## src/rtl/multicycle_ctrl.sv

```systemverilog
// Sequencing FSM for the multi-cycle RV32I core.
// Issues one instruction at a time, owns pc/instr, times writeback and halts in a sticky trap.
module multicycle_ctrl #(
   parameter logic [31:0] RESET_PC = 32'h0000_0000
) (
   input  logic        clk,
   input  logic        rst_n,
   output logic        imem_req_valid,
   input  logic        imem_req_ready,
   output logic [31:0] imem_addr,
   input  logic        imem_rsp_valid,
   input  logic [31:0] imem_rsp_data,
   output logic [31:0] instr,
   input  logic        is_load,
   input  logic        is_store,
   input  logic        is_branch,
   input  logic        is_jal,
   input  logic        is_jalr,
   input  logic        reg_write,
   input  logic        illegal,
   input  logic        branch_taken,
   input  logic [31:0] target_addr,
   output logic [31:0] pc,
   output logic        rf_we,
   output logic        dmem_req_valid,
   input  logic        dmem_req_ready,
   output logic        dmem_we,
   input  logic        dmem_rsp_valid,
   output logic        trap,
   output logic [1:0]  trap_cause,
   output logic [31:0] instret
);

   typedef enum logic [2:0] {
      FETCH_REQ, FETCH_WAIT, DECODE, EXEC, MEM_REQ, MEM_WAIT, WB, TRAP
   } state_e;

   localparam logic [31:0] NOP       = 32'h0000_0013;
   localparam logic [1:0]  CAUSE_ILL = 2'd1;
   localparam logic [1:0]  CAUSE_MIS = 2'd2;

   state_e      state_q, state_d;
   logic [31:0] pc_q, pc_d;
   logic [31:0] instr_q, instr_d;
   logic [31:0] next_pc_q, next_pc_d;
   logic [31:0] instret_q, instret_d;
   logic [1:0]  cause_q, cause_d;
   logic [31:0] exec_pc;
   logic        retire;

   // NOTE: sequential state uses non-blocking assignments only; all next-state logic lives in always_comb.
   always_ff @(posedge clk or negedge rst_n) begin
      if (!rst_n) begin
         state_q   <= FETCH_REQ;
         pc_q      <= RESET_PC;
         instr_q   <= NOP;
         next_pc_q <= RESET_PC;
         instret_q <= '0;
         cause_q   <= '0;
      end else begin
         state_q   <= state_d;
         pc_q      <= pc_d;
         instr_q   <= instr_d;
         next_pc_q <= next_pc_d;
         instret_q <= instret_d;
         cause_q   <= cause_d;
      end
   end

   always_comb begin
      if (is_jal || (is_branch && branch_taken)) exec_pc = target_addr;
      else if (is_jalr)                          exec_pc = target_addr & ~32'h1;
      else                                       exec_pc = pc_q + 32'd4;
   end

   // NOTE: every variable gets a default before the case so no latch is inferred.
   always_comb begin
      state_d   = state_q;
      instr_d   = instr_q;
      next_pc_d = next_pc_q;
      cause_d   = cause_q;
      retire    = 1'b0;
      unique case (state_q)
         FETCH_REQ:  if (imem_req_ready) state_d = FETCH_WAIT;
         FETCH_WAIT: if (imem_rsp_valid) begin
            instr_d = imem_rsp_data;
            state_d = DECODE;
         end
         DECODE: begin
            if (illegal) begin
               state_d = TRAP;
               cause_d = CAUSE_ILL;
            end else begin
               state_d = EXEC;
            end
         end
         EXEC: begin
            next_pc_d = exec_pc;
            if (exec_pc[1:0] != 2'b00) begin
               state_d = TRAP;
               cause_d = CAUSE_MIS;
            end else if (is_load || is_store) begin
               state_d = MEM_REQ;
            end else begin
               state_d = WB;
            end
         end
         MEM_REQ:  if (dmem_req_ready) state_d = MEM_WAIT;
         MEM_WAIT: if (dmem_rsp_valid) begin
            if (is_store) begin
               retire  = 1'b1;
               state_d = FETCH_REQ;
            end else begin
               state_d = WB;
            end
         end
         WB: begin
            retire  = 1'b1;
            state_d = FETCH_REQ;
         end
         TRAP:    state_d = TRAP;
         default: state_d = FETCH_REQ;
      endcase
      pc_d      = retire ? next_pc_q : pc_q;
      instret_d = retire ? instret_q + 32'd1 : instret_q;
   end

   // Request valid is masked while reset is asserted, since FETCH_REQ is the reset state.
   always_comb begin
      imem_req_valid = 1'b0;
      dmem_req_valid = 1'b0;
      dmem_we        = 1'b0;
      rf_we          = 1'b0;
      trap           = 1'b0;
      unique case (state_q)
         FETCH_REQ: imem_req_valid = rst_n;
         MEM_REQ: begin
            dmem_req_valid = 1'b1;
            dmem_we        = is_store;
         end
         WB:      rf_we = reg_write;
         TRAP:    trap  = 1'b1;
         default: ;
      endcase
   end

   assign imem_addr  = pc_q;
   assign pc         = pc_q;
   assign instr      = instr_q;
   assign instret    = instret_q;
   assign trap_cause = cause_q;

endmodule

```

## config.mk

```make
export PLATFORM = sky130hd
export DESIGN_NAME = multicycle_ctrl
export DESIGN_NICKNAME = d
export VERILOG_FILES = /design/src/rtl/multicycle_ctrl.sv
export SDC_FILE = /design/constraint.sdc
export NUM_CORES = 1
export LEC_CHECK = 0
export CAP_MARGIN = 30
export CORE_MARGIN = 2
export CORE_UTILIZATION = 40
export DETAILED_ROUTE_END_ITERATION = 7
export PLACE_DENSITY = 0.75
export SLEW_MARGIN = 20
export SYNTH_ARGS = -nofsm -noshare
export SYNTH_HDL_FRONTEND = slang
export SYNTH_SLANG_ARGS = --single-unit
```

## constraint.sdc

```tcl
create_clock -name clk -period 2.5 [get_ports clk]
set_clock_uncertainty 0.05 [all_clocks]
set_input_delay 0.5 -clock clk [delete_from_list [all_inputs] [get_ports clk]]
set_output_delay 0.5 -clock clk [all_outputs]
set_load 0.005 [all_outputs]
```

# == Word-level counts from Yosys, hierarchy flattened ==
# Cells that the tools add are included.
# op_classes
n_lt_le_gt_ge,0
bitwise_logic,0
eq_ne,13
n_div,0
n_mul,0
reduce_logical,9
n_mux,22
addsub,2
n_shift,0
# ops
op,n
2-to-1 mux 32 bit,2
adder 32 x 1 -> 32 bit (second input constant),1
adder 32 x 3 -> 32 bit (second input constant),1
one-hot mux 3 bit (8 select lines),1
2-to-1 mux 3 bit,6
== test 3 bit (second input constant),4
inequality test 2 bit (second input constant),6
2-to-1 mux 2 bit,4
2-to-1 mux 1 bit,7
== test 3 x 2 -> 1 bit (second input constant),2
one-hot mux 2 bit (2 select lines),1
AND reduction 4 bit,1
nonzero test 2 bit,2
== test 3 x 1 -> 1 bit (second input constant),1
zero test 3 bit,1
AND reduction 3 bit,1
logical OR 1 bit,2
one-hot mux 1 bit (2 select lines),1
AND reduction 2 bit,1
logical AND 1 bit,1
# totals
register_bits,133
input_bits,78
word_cells,52
output_inout_bits,135
latch_bits,0
memories,0
rom_bits,0
ramBits,0

# == Longest topological paths before layout ==
# Gate-level depths: netlist (run 1).
# depth
depth_word,6
mapped_depth,9

# == Worst setup path before layout (run 1) ==
# OpenSTA, ideal clock, no wires.
# synth_timing
kind,input-to-reg
start,input dmem_rsp_valid
end,register instret_q[13] (netlist: instret[13])
setup_slack_ns,0.662
path_stages,8
n_path_buf,3
setup_ns,0.127
arrival_time_ns,1.661
cell_sequence,and4b_1 buf_6 o21a_1 buf_6 and3_4 buf_6 and2_4 xor2_1
# synth_between
elab_chain_len,2
# synth_rtl
item,line_no,text
start: declaration,28,"input logic dmem_rsp_valid,"
2-to-1 mux 1 bit,109,MEM_WAIT: if (dmem_rsp_valid) begin
one-hot mux 1 bit (2 select lines),83,unique case (state_q)
end signal: assignment,65,instret_q <= instret_d;
end: declaration,46,"logic [31:0] instret_q, instret_d;"
# Every way passes these cells.
# A chain may end at the register's enable or synchronous reset.

# == Final worst setup path (run 1) ==
# layout_timing
start,register state_q[0]
end,output dmem_we
# layout_between
elab_chain_len,2
# layout_rtl
item,line_no,text
start: declaration,42,"state_e state_q, state_d;"
start signal: assignment,61,state_q <= state_d;
== test 3 bit,135,unique case (state_q)
2-to-1 mux 1 bit,135,
end: declaration,27,"output logic dmem_we,"
# Every way passes these cells.

==> results of run 1 <==
cell families (layout without fill, tap and decap cells):
kind of cell               after synthesis  in the layout  share of synthesized area
adders and majority gates                2              2                    0.00389
DFF                                    133            133                      0.518
and+or+nand+nor                        261            261                      0.193
buffers and inverters                   67            266                     0.0644
xor gates and xnor gates                56             56                     0.0762
muxes                                   34             34                     0.0593
AOI/OAI and AO/OA                       88             88                     0.0848
through the flow:
step	setup slack, ns	cells
2_1_floorplan	0.662	641
3_3_place_gp	0.157	1024
3_5_place_dp	0.133	1024
4_1_cts	0.0613	1056
5_1_grt	0.0177	1056
6_report	0.118	1056
sequential cells by signal, indices dropped and copies added (netlist names):
signal	flops
imem_addr	32
instr	32
instret	32
next_pc_q	32
state_q	3
trap_cause	2
area by class of cell:
class                           count  area [um2]
Clock buffer                       19         433
Clock inverter                     13         206
Fill cell                        1357        6560
Inverter                            3        11.3
Multi-Input combinational cell    441        2700
Sequential cell                   133        3330
Tap cell                          216         270
Timing Repair Buffer              231        2320
cell usage in the layout (no fill, tap or decap), drive strengths merged, types with 19 or more instances in the layout:
cell type      count
buf               20
clkbuf            19
clkdlybuf4s50    210
dfrtp            130
mux2              33
nand2            135
nand3             22
nand4             19
nor2              30
o21ai             42
xnor2             38
layer usage:
| metal | wire length [um] | GRT usage | share of wire |
|---|---|---|---|
| met1 | 7270 | 0.246 | 0.44 |
| met2 | 8050 | 0.337 | 0.48 |
| met3 | 1120 | 0.0456 | 0.067 |
| met4 | 177 | 0.0632 | 0.011 |
| met5 | 0 | 0 | 0 |
timing repair:
item | 4_1_cts | 5_1_grt
pin swaps | 0 | 0
resized for setup | 1 | 2
endpoints found under the setup margin | 1 | 2
hold buffers | 0 | 0
power groups by stage:
stage | registers, mW | clock network [mW] | logic [mW]
after floorplan | 3.64 | 0 | 1.96
after global placement | 3.77 | 0 | 3.70
after detailed placement | 3.81 | 0 | 3.77
after CTS | 3.79 | 2.75 | 3.78
after global routing | 3.92 | 2.83 | 4.12
final | 3.79 | 2.70 | 3.72
how the worst max path moves through the flow:
stage / start / end / slack (ns) / depth (start not counted)
floorplan: dmem_rsp_valid / instret[13]$_DFFE_PN0P_ / 0.66 / 8
global route: state_q[0]$_DFFE_PN0P_ / dmem_we / 0.02 / 4
finish: state_q[0]$_DFFE_PN0P_ / dmem_we / 0.12 / 4
CTS: state_q[0]$_DFFE_PN0P_ / dmem_we / 0.06 / 4
detailed placement: dmem_rsp_valid / instret[22]$_DFFE_PN0P_ / 0.13 / 6
global placement: dmem_rsp_valid / instret[22]$_DFFE_PN0P_ / 0.16 / 6
worst reg2reg max path, stage by stage, from the launching register on:
cell and delay (ns):
dfrtp_1 0.53, and4_1 0.33, nand4_1 0.28, or3_1 0.40, a31o_2 0.24, o21ai_2 0.10
==> results.md, run 1 <==
- Synth top area cells: dfrtp_1, nand2_1, mux2_2
- WP buf/inv: 2
- Post-DP HPWL: 11500 um
- Logic pwr share: 0.364
- CP delay by family, top: buffers and inverters
- Least-Margin Pin Slew: 0.742 ns
- Number of unique standard cell types used by synthesis: 51
- WS Path Type: reg -> out
- Die ar.: 17100 um2
- Post-Syn Instances: 641
- Leakage: 3.91 nW
- Worst path cell trace: inv_1, nand2_1, nor2_1, clkdlybuf4s50_1
- Global route overflow: 0
- Crit path DAT: 1.83 ns
- Flop2flop setup slack: 0.49 ns
- Status: completed
- Final instance area: 9270 um2
- Routed WL: 16600 um
- Minimum clock period after layout: 2.38 ns
- Number of setup violations in the final report: 0
- FF+latch count, synth: 133
- Switching share of power: 0.311
- EDFF count, synth: 0
- Dominant synthesized flop cell: dfrtp_1
- Routed vias/inst: 4.95
- Synth Area per Inst: 10.0 um2
- Register clock-pin slew on the reported worst setup and hold paths: 0.06 ns
- Clock latency on the worst-skew pair: 0.41 ns
- Commonest cells post-synth: nand2_1, dfrtp_1, o21ai_0
- Via count: 5230
- Net Count, Synth: 721
- Final hold slack: 0.109 ns
- Most frequent cell after synthesis: nand2_1
- PnR Total Power: 10.2 mW
- Fmax: 420 MHz
- Setup TNS: 0 ns
- Mapped cell area: 6430 um2
- Crit-path max FO: 8
- Clk pwr share: 0.264
- Cells on worst reg2reg path: 5
- Final nets: 907
- P&R area growth vs syn: 44.1%
- Dpl cell area: 8630 um2
- Max H-tree Level: 4
- Worst EP required: 1.95 ns
- Num ports: 213
- CP Launch Type: flip-flop
- FFs w/ async S/R, synth: 1.00
- Cell Rows: 46
- Vias in the first global route: 5109
- Reg-to-Reg End: next_pc_q[15]$_DFFE_PN0P_
- Synth warn: 0
- Hold Path Class: in -> async
- Largest net degree at the start of global routing: 134
- Sequential fraction of the synthesis area: 0.518
- Clock buffer count from CTS: 17
- P_int: 7.04 mW
- Initial antenna violation count: 0
- Post-CTS setup buffers: 0
- Total power per unit cell area: 1100 nW/um2
- Max_slew headroom: 0.505
- # clock sinks: 133
- Diode count: 0
- CTS root buf: clkbuf_16
- Area share of the leading cell type in the synthesized netlist: 0.506
- Worst path max stage delay: 0.53 ns
- Die W: 131 um
- Die Span Y: 131 um
- Post-layout util: 0.586
- Total GRT Usage: 0.196
- Pre-Repair DR Iteration Count: 4
- Slowest cell on the critical path: clkdlybuf4s50_1
- Share of cells above drive strength 1: 0.115
- Core Region: 15800 um2
- Hold Vio Cnt, Final: 0
- Drt drc: 0
- PortBufs: 212
- Post-route ant nets: 0
- CTS tree: yes
- DR WL/cell: 15.7 um
- Max Transition Viols Final: 0
- Seq pwr share: 0.371
- Max rail drop VDD: 497 uV
- Switching power: 3.18 mW
- Final Cycle Share: 0.953
- Starting Density: 0.406
- CTS max path bufs: 2
- Max_cap viols: 0
- Worst r2r src: imem_addr[4]$_DFFE_PN0P_
- Area leader, netlist: dfrtp_1
- Initial DRC Count: 332
- RSZ-0062 raised after global routing: no
- CP endpoint kind: output pin
- First-pass GRT wire length: 26100 um
- RePlAce Congestion: 0.776
(Power assumes the default switching activity.)
==> run 2, diff against run 1 <==
Settings changed: PLACE_DENSITY 0.75 to 0.71.
==> run 2 against run 1 <==
  * Sequential share of layout area about the same
  * Die area unchanged
  * Clock power up 3%
  * Combinational power about the same
  * Setup slack better by 0.00072 ns
  * Global-route usage up 0.85 points
  * Largest power group unchanged
  * Via count up 2.1%
  * Register-to-register slack about the same
  * Worst hold slack worse by 0.017 ns
==> results.md, run 2 (same netlist as run 1, synthesis figures left out) <==
- Global route overflow: 0 (unchanged)
- Worst path max stage delay: 0.54 ns (was 0.53 ns)
- Die Span Y: 131 um (unchanged)
- Total GRT Usage: 0.205 (was 0.196)
- Pre-Repair DR Iteration Count: 5 (was 4)
- Largest net degree at the start of global routing: 134 (unchanged)
- Post-DP HPWL: 12100 um (was 11500 um)
- Post-route ant nets: 0 (unchanged)
- Clock latency on the worst-skew pair: 0.41 ns (about the same)
- Most frequent cells in the layout: clkdlybuf4s50_1, nand2_1, dfrtp_1 (unchanged)
- CP Launch Type: flip-flop (unchanged)
- Clock buffer count from CTS: 17 (unchanged)
- Share of cells above drive strength 1: 0.114 (was 0.115)
- Cell Rows: 46 (unchanged)
- CP endpoint kind: output pin (unchanged)
- Max H-tree Level: 4 (unchanged)
- Drt drc: 0 (unchanged)
- CTS max path bufs: 2 (unchanged)
- Starting Density: 0.406 (unchanged)
- Status: completed (unchanged)
- FILL cells: 1310 (was 1357)
- Minimum clock period after layout: 2.38 ns (about the same)
- Worst path cell trace: nand2_1, nor2_1, clkdlybuf4s50_1 (was inv_1, nand2_1, nor2_1, clkdlybuf4s50_1)
- Diode count: 0 (unchanged)
- Die ar.: 17100 um2 (unchanged)
- Max_slew headroom: 0.490 (was 0.505)
- PortBufs: 212 (unchanged)
- P&R area growth vs syn: 44.2% (was 44.1%)
- Slowest cell on the critical path: dfrtp_1 (was clkdlybuf4s50_1)
- CTS resizes: 1 (unchanged)
- DR WL/cell: 16.3 um (was 15.7 um)
- Hold Vio Cnt, Final: 0 (unchanged)
- Leakage: 3.90 nW (was 3.91 nW)
- Max Transition Viols Final: 0 (unchanged)
- Final Cycle Share: 0.953 (about the same)
- RePlAce Congestion: 0.811 (was 0.776)
- Final instance area: 9280 um2 (was 9270 um2)
- Core Region: 15800 um2 (unchanged)
- CTS tree: yes (unchanged)
- Worst EP required: 1.95 ns (about the same)
- Total power per unit cell area: 1120 nW/um2 (was 1100 nW/um2)
- Crit-path max FO: 11 (was 8)
- Max_cap viols: 0 (unchanged)
- Hold Path Class: in -> async (unchanged)
- Initial antenna violation count: 0 (unchanged)
- Num ports: 213 (unchanged)
- CTS root buf: clkbuf_16 (unchanged)
- Dpl cell area: 8610 um2 (was 8630 um2)
- Setup TNS: 0 ns (unchanged)
- RSZ-0062 raised after global routing: no (unchanged)
- Most common cell after layout, fill and taps aside: clkdlybuf4s50_1 (unchanged)
- Least-Margin Pin Slew: 0.765 ns (was 0.742 ns)
- Register clock-pin slew on the reported worst setup and hold paths: 0.06 ns (about the same)
- Via count: 5338 (was 5230)
- Final nets: 906 (was 907)
- # clock sinks: 133 (unchanged)
- Number of setup violations in the final report: 0 (unchanged)
- Die W: 131 um (unchanged)
- Routed WL: 17100 um (was 16600 um)
- Max rail drop VDD: 497 uV (about the same)
- CTS Hold Bufs: 0 (unchanged)
- Post-CTS setup buffers: 0 (unchanged)
- Routed vias/inst: 5.06 (was 4.95)
- Crit path DAT: 1.83 ns (about the same)
- Fmax: 420 MHz (about the same)
- First-pass GRT wire length: 27100 um (was 26100 um)
- Vias in the first global route: 5332 (was 5109)
- Initial DRC Count: 340 (was 332)
- WS Path Type: reg -> out (unchanged)
[run 2: final timing paths]
check / start / end / slack [ns] / cells past startpoint
max: state_q[2]$_DFFE_PN0P_ / dmem_req_valid / 0.12 / 3
min: rst_n / instret[15]$_DFFE_PN0P_ / 0.09 / 2
max reg2reg: imem_addr[8]$_DFFE_PN0P_ / next_pc_q[15]$_DFFE_PN0P_ / 0.48 / 5
min reg2reg: next_pc_q[28]$_DFFE_PN0P_ / imem_addr[28]$_DFFE_PN0P_ / 0.41 / 2
max in group asynchronous: rst_n / next_pc_q[9]$_DFFE_PN0P_ / 1.69 / 2
min in group clk: next_pc_q[28]$_DFFE_PN0P_ / imem_addr[28]$_DFFE_PN0P_ / 0.41 / 2
[run 2: where the power goes]
group | switching [mW] | internal [mW]
sequential | 0.846 | 2.99
clock | 0.902 | 1.88
combinational | 1.46 | 2.28
total | 3.20 | 7.14
[run 2: critical path, delay by kind of cell, from the launching register on]
family,cells,cell delay [ns]
buffers and inverters,1,0.54
and+or+nand+nor,2,0.34
DFF,1,0.54
[run 2: area by class of cell]
class                           instances  area (um2)  area share
Clock inverter                          8         169      0.0182
Sequential cell                       133        3330       0.360
Tap cell                              216         270      0.0291
Timing Repair Buffer                  230        2300       0.248
Multi-Input combinational cell        441        2700       0.291
Inverter                                3        11.3     0.00121
Clock buffer                           24         492      0.0530
[run 2: metrics by stage]
| step | worst slack, ns | utilization | total power, mW | instances | hold WS (ns) |
|---|---|---|---|---|---|
| final | 0.119 | 0.586 | 10.3 | 1055 | 0.0916 |
| after global routing | 0.00567 | 0.586 | 11.1 | 1055 | 0.187 |
| after floorplan | 0.662 | - | 5.60 | 641 | 0.154 |
| after CTS | 0.0339 | 0.586 | 10.5 | 1055 | 0.193 |
| after detailed placement | 0.124 | 0.544 | 7.64 | 1023 | 0.406 |
| after global placement | 0.167 | 0.544 | 7.48 | 1023 | 0.395 |
[run 2: layer usage]
metal	share of wire	wire, um	up-vias	GRT usage
li1	-	-	2529	-
met5	0	0	-	0
met4	0.012	199	0	0.0732
met2	0.51	8680	173	0.357
met3	0.057	981	16	0.0423
met1	0.42	7290	2620	0.253
==> run 3, diff against run 2 <==
Settings changed: PLACE_DENSITY 0.71 to 0.74.
Clock period 2.5 ns to 1.94 ns, I/O delays scaled along.
==> run 3 against run 2 <==
  * The flow now finishes with violations (hold timing, setup timing)
  * Sequential share of layout area fell by 1.6 points
  * Largest cell class unchanged
  * Wire length up 2.3%
  * Die area did not move
  * Sequential power increased by 22%
  * Highest routed layer unchanged
  * Clock power rose by 28%
  * Critical path depth increased by 6
==> results.md, run 3 (same netlist as run 1, synthesis figures left out) <==
- Max rail drop VDD: 667 uV (was 497 uV)
- Worst path cell trace: buf_6, buf_6, buf_6, nor2b_1, buf_4, o2111ai_4, nor3_4, nand4_1, xnor2_1 (was nand2_1, nor2_1, clkdlybuf4s50_1)
- CTS root buf: clkbuf_16 (unchanged)
- Hold Vio Cnt, Final: 3 (was 0)
- Clock latency on the worst-skew pair: 0.41 ns (about the same)
- Starting Density: 0.406 (unchanged)
- CTS Hold Bufs: 0 (unchanged)
- Total GRT Usage: 0.200 (was 0.205)
- Drt drc: 0 (unchanged)
- Worst r2r src: state_q[0]$_DFFE_PN0P_ (was imem_addr[8]$_DFFE_PN0P_)
- Post-route ant nets: 0 (unchanged)
- Minimum clock period after layout: 1.94 ns
- PortBufs: 212 (unchanged)
- Max H-tree Level: 4 (unchanged)
- Global route overflow: 0 (unchanged)
- Least-Margin Pin Slew: 0.787 ns (was 0.765 ns)
- GR peak layer: met2 (unchanged)
- Num ports: 213 (unchanged)
- Final worst slack: -0.00445 ns (was 0.119 ns)
- Final Cycle Share: 1.00
- CP dominant cell by count: buf_6
- Final Non-Filler Cells: 1094 (was 1055)
- Setup TNS: -0.00445 ns (was 0 ns)
- Max Transition Viols Final: 0 (unchanged)
- Initial DRC Count: 324 (was 340)
- CTS max path bufs: 2 (unchanged)
- Routed vias/inst: 5.03 (was 5.06)
- Register clock-pin slew on the reported worst setup and hold paths: 0.06 ns (about the same)
- Initial antenna violation count: 0 (unchanged)
- Fmax: 514 MHz
- Cells on worst reg2reg path: 9 (was 5)
- Number of setup violations in the final report: 1 (was 0)
- CP endpoint kind: flip-flop (was output pin)
- Routed WL: 17500 um (was 17100 um)
- Via count: 5499 (was 5338)
- Max_slew headroom: 0.475 (was 0.490)
- Post-layout util: 0.615 (was 0.586)
- P&R area growth vs syn: 51.4% (was 44.2%)
- Total power per unit cell area: 1430 nW/um2 (was 1120 nW/um2)
- RSZ-0062 raised after global routing: yes (was no)
- Status: finished, violations left (was completed)
- Hold Path Class: in -> async (unchanged)
- Diode count: 0 (unchanged)
- Most frequent cells in the layout: clkdlybuf4s50_1, nand2_1, dfrtp_1 (unchanged)
- Post-DP HPWL: 11800 um (was 12100 um)
- Clock buffer count from CTS: 17 (unchanged)
- DR WL/cell: 16.0 um (was 16.3 um)
- CP startpoint: state_q[0]$_DFFE_PN0P_ (was state_q[2]$_DFFE_PN0P_)
- Crit path DAT: 2.19 ns (was 1.83 ns)
- Largest net degree at the start of global routing: 134 (unchanged)
- Cell Rows: 46 (unchanged)
- Worst path max stage delay: 0.39 ns (was 0.54 ns)
- Final hold slack: -0.00898 ns (was 0.0916 ns)
- Die W: 131 um (unchanged)
- DP Cell Count: 1048 (was 1023)
- CTS tree: yes (unchanged)
- Violated checks: hold timing, setup timing
- Leakage: 4.18 nW (was 3.90 nW)
- # clock sinks: 133 (unchanged)
- CP Launch Type: flip-flop (unchanged)
- Die ar.: 17100 um2 (unchanged)
- Met3 GRT Util: 0.0476 (was 0.0423)
- Pre-Repair DR Iteration Count: 5 (unchanged)
- Die Span Y: 131 um (unchanged)
- Most common cell after layout, fill and taps aside: clkdlybuf4s50_1 (unchanged)
- RePlAce Congestion: 0.785 (was 0.811)
- Grt met2 use: 0.339 (was 0.357)
- Slowest cell on the critical path: dfrtp_1 (unchanged)
- Final nets: 945 (was 906)
- Global Route met1 Usage: 0.252 (was 0.253)
- Max_cap viols: 0 (unchanged)
- First-pass GRT wire length: 26700 um (was 27100 um)
- Crit-path max FO: 8 (was 11)
- Core Region: 15800 um2 (unchanged)
- WS Path Type: reg -> reg (was reg -> out)
- Share of cells above drive strength 1: 0.170 (was 0.114)
- Vias in the first global route: 5316 (was 5332)
- Worst EP required: 2.19 ns (was 1.95 ns)
## run 3: routing by layer
metal,wire length (um),vias to the layer above
li1,-,2620
met1,7540,2681
met2,8570,177
met3,1170,21
met4,264,0
met5,0,-
## run 3: timing repair
item / 4_1_cts / 5_1_grt
resized for setup: 13 / 18
endpoints found under the setup margin: 8 / 63
endpoints found under the hold margin: 0 / 0
setup buffers: 4 / 7
cloned: 0 / 3
pin swaps: 3 / 5
## run 3: area by class of cell
| cell class | count | area (um2) |
|---|---|---|
| Clock buffer | 20 | 457 |
| Clock inverter | 12 | 201 |
| Fill cell | 1286 | 6090 |
| Inverter | 3 | 11.3 |
| Multi-Input combinational cell | 441 | 2730 |
| Sequential cell | 133 | 3340 |
| Tap cell | 216 | 270 |
| Timing Repair Buffer | 269 | 2730 |
## run 3: worst max-delay path: cells and delay by family (launching register included)
family	cells	cell delay, ns
compound gates	1	0.13
xor+xnor	1	0.14
buf+inv	4	0.51
flops	1	0.39
simple gates	3	0.60
## run 3: path summary, 6_finish.rpt
check	endpoint	slack (ns)
max in group asynchronous	instr[22]$_DFFE_PN0P_	1.19
min in group clk	imem_addr[8]$_DFFE_PN0P_	0.42
min	instret[13]$_DFFE_PN0P_	-0.009
max reg2reg	instret[22]$_DFFE_PN0P_	-0.004
max	instret[22]$_DFFE_PN0P_	-0.004
min reg2reg	imem_addr[8]$_DFFE_PN0P_	0.42
## run 3: power by group
part	internal [mW]	switching, mW
Sequential	3.86	0.819
Combinational	3.42	2.24
Clock	2.35	1.22
Total	9.62	4.28
## run 3: metrics by stage
step | cell area, um2 | setup WS (ns) | power (mW)
CTS | 9570 | -0.0367 | 13.8
detailed placement | 8870 | -0.305 | 10.1
finish | 9740 | -0.00445 | 13.9
global route | 9740 | -0.101 | 14.8
global placement | 8870 | -0.269 | 9.96
floorplan | 6430 | 0.174 | 7.21
